$ cat config.mk
export PLATFORM = sky130hd
export DESIGN_NAME = uart_frame_arbiter
export DESIGN_NICKNAME = d
export VERILOG_FILES = /design/src/rtl/uart_frame_arbiter.sv
export SDC_FILE = /design/constraint.sdc
export NUM_CORES = 1
export LEC_CHECK = 0
export CAP_MARGIN = 20
export CORE_MARGIN = 3
export CORE_UTILIZATION = 49
export DETAILED_ROUTE_END_ITERATION = 7
export PLACE_DENSITY = 0.79
export SETUP_SLACK_MARGIN = 0.02
export SLEW_MARGIN = 20
export SYNTH_ARGS = -nofsm -noshare
export SYNTH_HDL_FRONTEND = slang
export SYNTH_SLANG_ARGS = --single-unit
export TNS_END_PERCENT = 10
$ cat constraint.sdc
create_clock -name sys_clk -period 1.8 [get_ports sys_clk]
set_input_delay 0.36 -clock sys_clk [delete_from_list [all_inputs] [get_ports sys_clk]]
set_output_delay 0.36 -clock sys_clk [all_outputs]
set_load 0.03 [all_outputs]
$ cat src/rtl/uart_frame_arbiter.sv
// uart_frame_arbiter: round-robin sharing of one byte-wide UART serializer
// between NREQ requesters. The granted frame is captured at grant and sent
// LSB-first, one byte per tx_done, with an optional per-byte watchdog.
module uart_frame_arbiter #(
    parameter int unsigned NREQ    = 2,
    parameter int unsigned BYTES   = 5,
    parameter logic [15:0] TIMEOUT = 16'd50000
) (
    input  logic                      sys_clk,
    input  logic                      rst_n,
    input  logic [NREQ-1:0]           req,
    input  logic [NREQ*BYTES*8-1:0]   req_data,
    output logic [NREQ-1:0]           grant,
    output logic [NREQ-1:0]           done,
    output logic                      err,
    output logic                      busy,
    output logic [7:0]                tx_data,
    output logic                      tx_send_go,
    input  logic                      tx_done
);

    localparam int unsigned FW = BYTES * 8;
    localparam int unsigned CW = (BYTES > 1) ? $clog2(BYTES) : 1;
    localparam int unsigned LW = (NREQ > 1) ? $clog2(NREQ) : 1;

    typedef enum logic [1:0] {
        S_IDLE = 2'd0,
        S_LOAD = 2'd1,
        S_WAIT = 2'd2
    } state_t;

    state_t          state_q, state_d;
    logic [NREQ-1:0] grant_q, grant_d;
    logic [NREQ-1:0] done_q, done_d;
    logic            err_q, err_d;
    logic            busy_q, busy_d;
    logic [7:0]      tx_data_q, tx_data_d;
    logic            send_go_q, send_go_d;
    logic [CW-1:0]   byte_cnt_q, byte_cnt_d;
    logic [FW-1:0]   shift_q, shift_d;
    logic [LW-1:0]   last_q, last_d;
    logic [15:0]     wd_q, wd_d;

    logic            sel_valid;
    logic [LW-1:0]   sel_idx;

    // Round-robin pick: first set req bit after the previous winner, with wrap
    always_comb begin
        sel_valid = 1'b0;
        sel_idx   = '0;
        for (int unsigned k = 1; k <= NREQ; k++) begin
            if (!sel_valid && req[LW'((32'(last_q) + k) % NREQ)]) begin
                sel_valid = 1'b1;
                sel_idx   = LW'((32'(last_q) + k) % NREQ);
            end
        end
    end

    // Next-state and next-output logic; every output is registered below
    always_comb begin
        state_d    = state_q;
        grant_d    = grant_q;
        done_d     = '0;
        err_d      = 1'b0;
        tx_data_d  = tx_data_q;
        send_go_d  = 1'b0;
        byte_cnt_d = byte_cnt_q;
        shift_d    = shift_q;
        last_d     = last_q;
        wd_d       = wd_q;

        case (state_q)
            S_IDLE: begin
                if (sel_valid) begin
                    grant_d    = {{(NREQ-1){1'b0}}, 1'b1} << sel_idx;
                    last_d     = sel_idx;
                    shift_d    = req_data[32'(sel_idx)*FW +: FW];
                    byte_cnt_d = '0;
                    state_d    = S_LOAD;
                end
            end
            S_LOAD: begin
                tx_data_d = shift_q[7:0];
                send_go_d = 1'b1;
                wd_d      = '0;
                state_d   = S_WAIT;
            end
            S_WAIT: begin
                if (tx_done) begin
                    if (byte_cnt_q == CW'(BYTES - 1)) begin
                        done_d     = grant_q;
                        grant_d    = '0;
                        byte_cnt_d = '0;
                        state_d    = S_IDLE;
                    end else begin
                        shift_d    = shift_q >> 8;
                        byte_cnt_d = byte_cnt_q + CW'(1);
                        state_d    = S_LOAD;
                    end
                end else if ((TIMEOUT != 16'd0) && (wd_q == TIMEOUT - 16'd1)) begin
                    err_d      = 1'b1;
                    grant_d    = '0;
                    byte_cnt_d = '0;
                    state_d    = S_IDLE;
                end else begin
                    wd_d = wd_q + 16'd1;
                end
            end
            default: begin
                grant_d    = '0;
                byte_cnt_d = '0;
                state_d    = S_IDLE;
            end
        endcase

        busy_d = (state_d != S_IDLE);
    end

    // State and output registers; last_q resets so requester 0 wins first
    always_ff @(posedge sys_clk or negedge rst_n) begin
        if (!rst_n) begin
            state_q    <= S_IDLE;
            grant_q    <= '0;
            done_q     <= '0;
            err_q      <= 1'b0;
            busy_q     <= 1'b0;
            tx_data_q  <= 8'h00;
            send_go_q  <= 1'b0;
            byte_cnt_q <= '0;
            shift_q    <= '0;
            last_q     <= LW'(NREQ - 1);
            wd_q       <= '0;
        end else begin
            state_q    <= state_d;
            grant_q    <= grant_d;
            done_q     <= done_d;
            err_q      <= err_d;
            busy_q     <= busy_d;
            tx_data_q  <= tx_data_d;
            send_go_q  <= send_go_d;
            byte_cnt_q <= byte_cnt_d;
            shift_q    <= shift_d;
            last_q     <= last_d;
            wd_q       <= wd_d;
        end
    end

    assign grant      = grant_q;
    assign done       = done_q;
    assign err        = err_q;
    assign busy       = busy_q;
    assign tx_data    = tx_data_q;
    assign tx_send_go = send_go_q;

endmodule
# Yosys cells after proc, flatten, opt, wreduce, memory -nomap -nowiden
# Index checks and enable logic that the tools add are counted.
[word_totals]
wordCells = 80
out_inout_bits = 15
regBits = 77
inputBits = 85
[op_classes]
n_reduce_logical = 11
addsub = 4
shifts = 2
eq_ne = 11
n_mux = 37
n_bitwise = 1
order_cmp = 2
multipliers = 1
[ops]
columns = ["operator", "n"]
rows = [
  ["2-to-1 mux 40 bit", 3],
  ["case mux 40 bit (2 select lines)", 1],
  ["indexed part select 80 x 8 -> 40 bit", 1],
  ["2-to-1 mux 16 bit", 2],
  ["case mux 16 bit (2 select lines)", 1],
  ["2-to-1 mux 2 bit", 10],
  ["adder 16 x 1 -> 16 bit, second input constant", 1],
  ["equality test 16 bit, second input constant", 1],
  ["2-to-1 mux 1 bit", 13],
  ["2-to-1 mux 3 bit", 4],
  ["case mux 2 bit (3 select lines)", 2],
  ["inequality test 2 bit, second input constant", 5],
  ["case mux 3 bit (3 select lines)", 1],
  ["AND reduction 4 bit", 2],
  ["inequality test 3 bit, second input constant", 2],
  ["AND reduction 3 bit", 2],
  ["nonzero test 2 bit", 3],
  ["< comparator 1 x 2 -> 1 bit, second input constant", 2],
  ["multiplier 1 x 3 -> 4 bit, second input constant", 1],
  ["adder 3 x 1 -> 3 bit, second input constant", 1],
  ["equality test 3 bit, second input constant", 1],
  ["adder 1 bit, second input constant", 2],
  ["equality test 2 x 1 -> 1 bit, second input constant", 1],
  ["equality test 2 bit, second input constant", 1],
  ["6 further kinds", 6],
]

# Longest topological paths before layout
# Gate-level depths: netlist of the first run.
[logic_depth]
ltp_word = 11
ltp_mapped = 8
mapped_depth_nobuf = 6

# Worst setup path after synthesis of the first run
# OpenSTA, ideal clock, no wires.
[synth_path]
path_kind = "input to register"
startpoint = "input tx_done"
endpoint = "register wd_q[13]"
arrival_ns = 1.550
required_time_ns = 1.722
setup_time_ns = 0.078
n_path_buf = 1
setup_slack_ns = 0.172
cell_stages = 5
path_cell_list = "buf_6 > nor3b_4 > nand4_2 > or4_1 > a21oi_1"
[synth_between]
elab_chain_len = 2
[synth_rtl]
columns = ["element", "line", "text"]
rows = [
  ["start: declaration", "19", "input logic tx_done"],
  ["inequality test 2 bit (no source line)", "-", ""],
  ["AND reduction 3 bit (no source line)", "-", ""],
  ["end signal: assignment", "144", "wd_q <= wd_d;"],
  ["end: declaration", "42", "logic [15:0] wd_q, wd_d;"],
]
# No other way between the ends.
# A chain may end at the register's enable or synchronous reset.

# Worst setup path after layout of the first run
[layout_path]
startpoint = "register tx_data_q[1] (netlist: tx_data[1])"
endpoint = "output tx_data[1]"
[layout_rtl]
columns = ["element", "line", "text"]
rows = [
  ["start: declaration", "37", "logic [7:0] tx_data_q, tx_data_d;"],
  ["start signal: assignment", "139", "tx_data_q <= tx_data_d;"],
  ["end: declaration", "17", "output logic [7:0] tx_data,"],
]
# No word-level cell between the ends.

==> results of run 1 <==
-- path summary, 6_finish.rpt --
| kind | endpoint | from | cells after the start | slack, ns |
|---|---|---|---|---|
| worst max-delay path | tx_data[1] | tx_data[1] | 1 | 0.08 |
| worst min register to register | tx_data[3] | tx_data[3] | 2 | 0.48 |
| worst min-delay path | wd_q[12] | rst_n | 2 | 0.43 |
| min in group sys_clk | tx_data[3] | tx_data[3] | 2 | 0.48 |
| max in group asynchronous | shift_q[37] | rst_n | 3 | 0.78 |
| worst max register to register | wd_q[14] | wd_q[1] | 5 | 0.12 |
-- per-stage QoR --
stage	hold WS (ns)	total power, mW	instance area (um^2)	std cells
5_1_grt	0.4482	8.321	5638	634
4_1_cts	0.4345	7.785	5562	631
3_3_place_gp	0.2524	6.187	5330	613
2_1_floorplan	0.06441	4.996	3974	398
3_5_place_dp	0.2552	6.365	5330	613
6_report	0.4310	7.771	5638	634
-- sequential cells by signal, indices dropped and copies added (netlist names) --
register,count
byte_cnt_q,3
shift_q,40
busy,1
grant,2
state_q,2
err,1
wd_q,16
tx_data,8
last_q,1
done,2
tx_send_go,1
-- power breakdown --
| part | switching, mW | internal, mW |
|---|---|---|
| Clock | 0.637 | 0.782 |
| Sequential | 0.415 | 2.41 |
| Combinational | 1.85 | 1.68 |
-- area by class of cell --
type | instances | area, um^2 | area share, %
Antenna cell | 1 | 2.502 | 0.04439
Inverter | 11 | 41.29 | 0.7324
Clock inverter | 6 | 86.33 | 1.531
Tap cell | 102 | 127.6 | 2.264
Clock buffer | 10 | 127.6 | 2.264
Sequential cell | 77 | 1928 | 34.20
Multi-Input combinational cell | 284 | 1914 | 33.95
Timing Repair Buffer | 143 | 1410 | 25.01
-- cells by family after synthesis --
kind of cell | count (synthesis) | share of synthesized area [%]
xor+xnor | 4 | 0.8818
simple gates | 127 | 16.18
compound gates | 109 | 18.86
fa+ha+maj | 3 | 0.9447
buf+inv | 37 | 4.282
mux | 41 | 10.33
flops | 77 | 48.52
-- repair_timing --
| action | 4_1_cts | 5_1_grt |
|---|---|---|
| setup endpoints to repair | 4 | 23 |
| hold endpoints to repair | 17 | 0 |
| hold buffers | 1 | 0 |
| gates cloned | 0 | 1 |
| setup buffers | 1 | 1 |
| gates resized for setup | 0 | 13 |
| pin swaps | 1 | 1 |
-- Yosys cell counts, drive strengths merged, types with 3 or more instances --
| master | number |
|---|---|
| dfrtp | 76 |
| inv | 11 |
| o31ai | 4 |
| nor4b | 3 |
| a211oi | 33 |
| ha | 3 |
| or4 | 4 |
| nand2 | 42 |
| o21ai | 13 |
| clkbuf | 8 |
| nor3 | 7 |
| nor2 | 38 |
| a21oi | 15 |
| a21o | 32 |
| buf | 18 |
| nand3 | 6 |
| nand4 | 6 |
| and3 | 3 |
| mux2i | 41 |
-- layer usage --
metal	vias up	track usage, %	wire length (um)
li1	1697	-	-
met1	1649	27.96	4096
met2	103	34.16	4821
met3	21	4.300	473
met4	0	10.19	267
met5	-	0	0
==> metrics.md, run 1 <==
| Metric | Value |
|---|---|
| Final worst path period share | `95.83%` |
| Die width | `96.06 um` |
| Buffers on Ports | `99` |
| Least-Margin Pin Slew | `0.3586 ns` |
| Maximum fanout along the worst path | `2` |
| Core area | `7807 um^2` |
| Initial antenna violation count | `1` |
| Worst Hold Class | `in -> async` |
| DRT iter0 DRCs | `154` |
| Top cells by area, synth | `dfrtp_1 48%, mux2i_1 10%, a211oi_1 6.2%` |
| Area grow syn2layout | `41.88%` |
| Peak Freq | `579.7 MHz` |
| DRT Pass-1 Iters | `5` |
| Minimum clock period | `1.725 ns` |
| Gate Count Post-Synth | `398` |
| Vias/cell | `5.473` |
| Leading area contributor after synthesis | `dfrtp_1` |
| Setup TNS | `0 ns` |
| Final global-route overflow total | `0` |
| Gpl congestion | `0.8330` |
| Status | `complete, no violations` |
| Worst vdd ir | `741.6 uV` |
| Util after Layout | `72.21%` |
| Mapped Avg Cell Area | `9.984 um^2` |
| Gr usage total | `21.44%` |
| Die Height | `96.06 um` |
| WP buf/inv | `1` |
| Post-DRT Antenna Nets | `0` |
| Number of fill cells in the layout | `583` |
| Async SR Flop Fraction | `100.0%` |
| Core Rows | `32` |
| Largest net degree at the start of global routing | `66` |
| Req. time, crit path | `1.44 ns` |
| Post-Synthesis Cell Area | `3974 um^2` |
| Primary FF master, synth | `dfrtp_1` |
| Syn. warnings | `0` |
| Drt wl/cell | `15.23 um` |
| Critical path endpoint category | `output pin` |
| Worst-path clk slew | `0.08 ns` |
| CTS Sinks | `77` |
| RSZ-0062 raised after global routing | `true` |
| Worst path arrival time | `1.36 ns` |
| I/O pins | `100` |
| CTS tree | `done` |
| # nets final | `614` |
| Relative slew slack | `75.76%` |
| Final WS setup | `0.07507 ns` |
| Pwr dens | `1378 nW/um^2` |
| Total Routed Length | `9658 um` |
| CP max stage delay | `0.67 ns` |
| Vias in the first global route | `3334` |
| Yosys top cell area share | `47.86%` |
| Synthesized net count | `486` |
| Leak Pwr | `2.735 nW` |
| Critical-path cell list | `clkdlybuf4s50_1` |
| CTS max path bufs | `2` |
| Commonest cells after routing, fill and taps aside | `91 x clkdlybuf4s50_1, 76 x dfrtp_1, 42 x nand2_1` |
| Root cell of the clock tree | `clkbuf_8` |
| Detailed Place HPWL | `7080 um` |
| Commonest non-fill, non-tap cell in the layout | `clkdlybuf4s50_1` |
| Max Cap Viol | `0` |
| Skew final | `0.008702 ns` |
| CP max stage cell | `clkdlybuf4s50_1` |
| Initial Util | `50.90%` |
| Synth unique cells | `49` |
| DRC errors left | `0` |
| Worst skew pair latency | `0.34 ns` |
| Layout cells sized above 1 | `14.88%` |
| Die area | `9227 um^2` |
| CP delay by family, top | `buffers and inverters` |
| Kind of critical path | `reg -> out` |
| Routed vias | `3470` |
| H-tree levels | `3` |
| Yosys reg bits | `77` |
| Final hold viol count | `0` |
| Crit start category | `flip-flop` |
| Seq/Total Area, Yosys | `48.52%` |
| Slew Limit Fails | `0` |
| Num CTS Buffers | `9` |
| First-pass GRT wire length | `15360 um` |
| Pre-CTS setup slack | `-0.3010 ns` |
| EDFF count, synth | `0` |
| Final setup fails | `0` |
(Power assumes the default switching activity.)
==> run 2, diff against run 1 <==
Settings changed: RECOVER_POWER from default to 100.
==> run 2 against run 1 <==
  * Sequential power about the same
  * Via count about the same
  * Worst hold slack worse by 0.011 ns
  * Utilization down 0.83 points
  * Wire length down 0.10%
  * Largest cell class unchanged
  * Largest power group unchanged
==> metrics.md, run 2 (synthesis results as in run 1) <==
| Metric | Value |
|---|---|
| Commonest cells after routing, fill and taps aside | `91 x clkdlybuf4s50_1, 76 x dfrtp_1, 42 x nand2_1` |
| Routed vias | `3467` |
| Num CTS Buffers | `9` |
| Reg power frac | `36.7%` |
| Min Hold Slack | `0.4203 ns` |
| DRC errors left | `0` |
| Skew final | `0.008196 ns` |
| Slew Limit Fails | `0` |
| H-tree levels | `3` |
| Core Rows | `32` |
| Levels on crit path | `1` |
| RSZ-0062 raised after global routing | `true` |
| Least-Margin Pin Slew | `0.7765 ns` |
| Util after Layout | `71.38%` |
| Initial Util | `50.90%` |
| R2r setup slk | `0.12 ns` |
| Area grow syn2layout | `40.24%` |
| Die Height | `96.06 um` |
| # nets final | `614` |
| I/O pins | `100` |
| Req. time, crit path | `1.44 ns` |
| DRT iter0 DRCs | `158` |
| Int Pwr | `4.805 mW` |
| Commonest non-fill, non-tap cell in the layout | `clkdlybuf4s50_1` |
| Worst path arrival time | `1.37 ns` |
| Worst vdd ir | `740.4 uV` |
| Final hold viol count | `0` |
| Initial antenna violation count | `1` |
| Drt wl/cell | `15.22 um` |
| CP delay by family, top | `buffers and inverters` |
| Layout cells sized above 1 | `14.88%` |
| Final instance area | `5573 um^2` |
| Vias/cell | `5.468` |
| WP buf/inv | `1` |
| Vias in the first global route | `3334` |
| Buffers on Ports | `99` |
| Final global-route overflow total | `0` |
| Switching power share of the total | `37.63%` |
| Crit start category | `flip-flop` |
| Max Cap Viol | `0` |
| Die width | `96.06 um` |
| Worst Hold Class | `in -> async` |
| Leak Pwr | `2.637 nW` |
| DP Area | `5330 um^2` |
| DRT Pass-1 Iters | `4` |
| Detailed Place HPWL | `7080 um` |
| CP max stage cell | `clkdlybuf4s50_1` |
| Largest Register | `shift_q` |
| CTS max path bufs | `2` |
| Total Routed Length | `9648 um` |
| Worst skew pair latency | `0.35 ns` |
| Largest net degree at the start of global routing | `66` |
| Reg2reg path depth | `5` |
| Gpl congestion | `0.8330` |
| Root cell of the clock tree | `clkbuf_8` |
| Comb pwr share | `44.8%` |
| Die area | `9227 um^2` |
| Kind of critical path | `reg -> out` |
| CTS tree | `done` |
| Relative slew slack | `48.24%` |
| CP max stage delay | `0.67 ns` |
| Clock share of power | `18.4%` |
| Gr usage total | `21.44%` |
| Core area | `7807 um^2` |
| CTS Sinks | `77` |
| Maximum fanout along the worst path | `2` |
| Status | `complete, no violations` |
| Critical path endpoint category | `output pin` |
| Max FFs per register | `40` |
| Final worst path period share | `95.93%` |
| Pwr dens | `1382 nW/um^2` |
| Final setup fails | `0` |
| Peak Freq | `579.1 MHz` |
| Critical-path cell list | `clkdlybuf4s50_1` |
| First-pass GRT wire length | `15360 um` |
| Worst-path clk slew | `0.08 ns` |
| Sw Pwr | `2.899 mW` |
| Minimum clock period | `1.727 ns` |
| Post-DRT Antenna Nets | `0` |
run 2: repair_timing:
item,CTS,global route
pin swaps,1,1
endpoints found under the setup margin,4,23
hold buffers,1,0
hold endpoints to repair,17,0
buffers inserted,1,1
cloned,0,1
gates resized for setup,0,13
run 2: area by class of cell:
type | instances | area [um^2]
Clock buffer | 10 | 127.6
Inverter | 11 | 41.29
Sequential cell | 77 | 1928
Fill cell | 592 | 2235
Timing Repair Buffer | 143 | 1345
Antenna cell | 1 | 2.502
Multi-Input combinational cell | 284 | 1914
Tap cell | 102 | 127.6
Clock inverter | 6 | 86.33
run 2: power by group through the flow:
stage                     sequential [mW]  clock, mW  combinational, mW
after floorplan                      2.97          0               2.02
after global routing                 2.91       1.52               3.83
final                                2.83       1.42               3.45
after global placement               2.83          0               3.36
after detailed placement             2.86          0               3.51
after CTS                            2.83       1.44               3.52
run 2: metrics by stage:
step	setup TNS, ns	power [mW]	setup WS [ns]	instances
5_1_grt	-0.002389	8.258	-0.001197	634
2_1_floorplan	0	4.996	0.1720	398
6_report	0	7.704	0.07322	634
3_5_place_dp	-12.70	6.365	-0.3010	613
4_1_cts	0	7.785	0.02846	631
3_3_place_gp	-11.00	6.187	-0.2578	613
run 2: final timing paths:
path	start	end
worst max-delay path	tx_data[1]	tx_data[1]
worst min-delay path	rst_n	wd_q[12]
worst max register to register	wd_q[1]	wd_q[14]
worst min register to register	tx_data[3]	tx_data[3]
max in group asynchronous	rst_n	shift_q[31]
min in group sys_clk	tx_data[3]	tx_data[3]
run 2: layer usage:
metal	global-route usage (%)	part of all wire, %	up-vias	wire length (um)
met5	0	0	-	0
met4	10.19	2.8	0	267
met3	4.300	4.7	21	450
met2	34.16	50	96	4838
met1	27.96	42	1653	4091
li1	-	-	1697	-
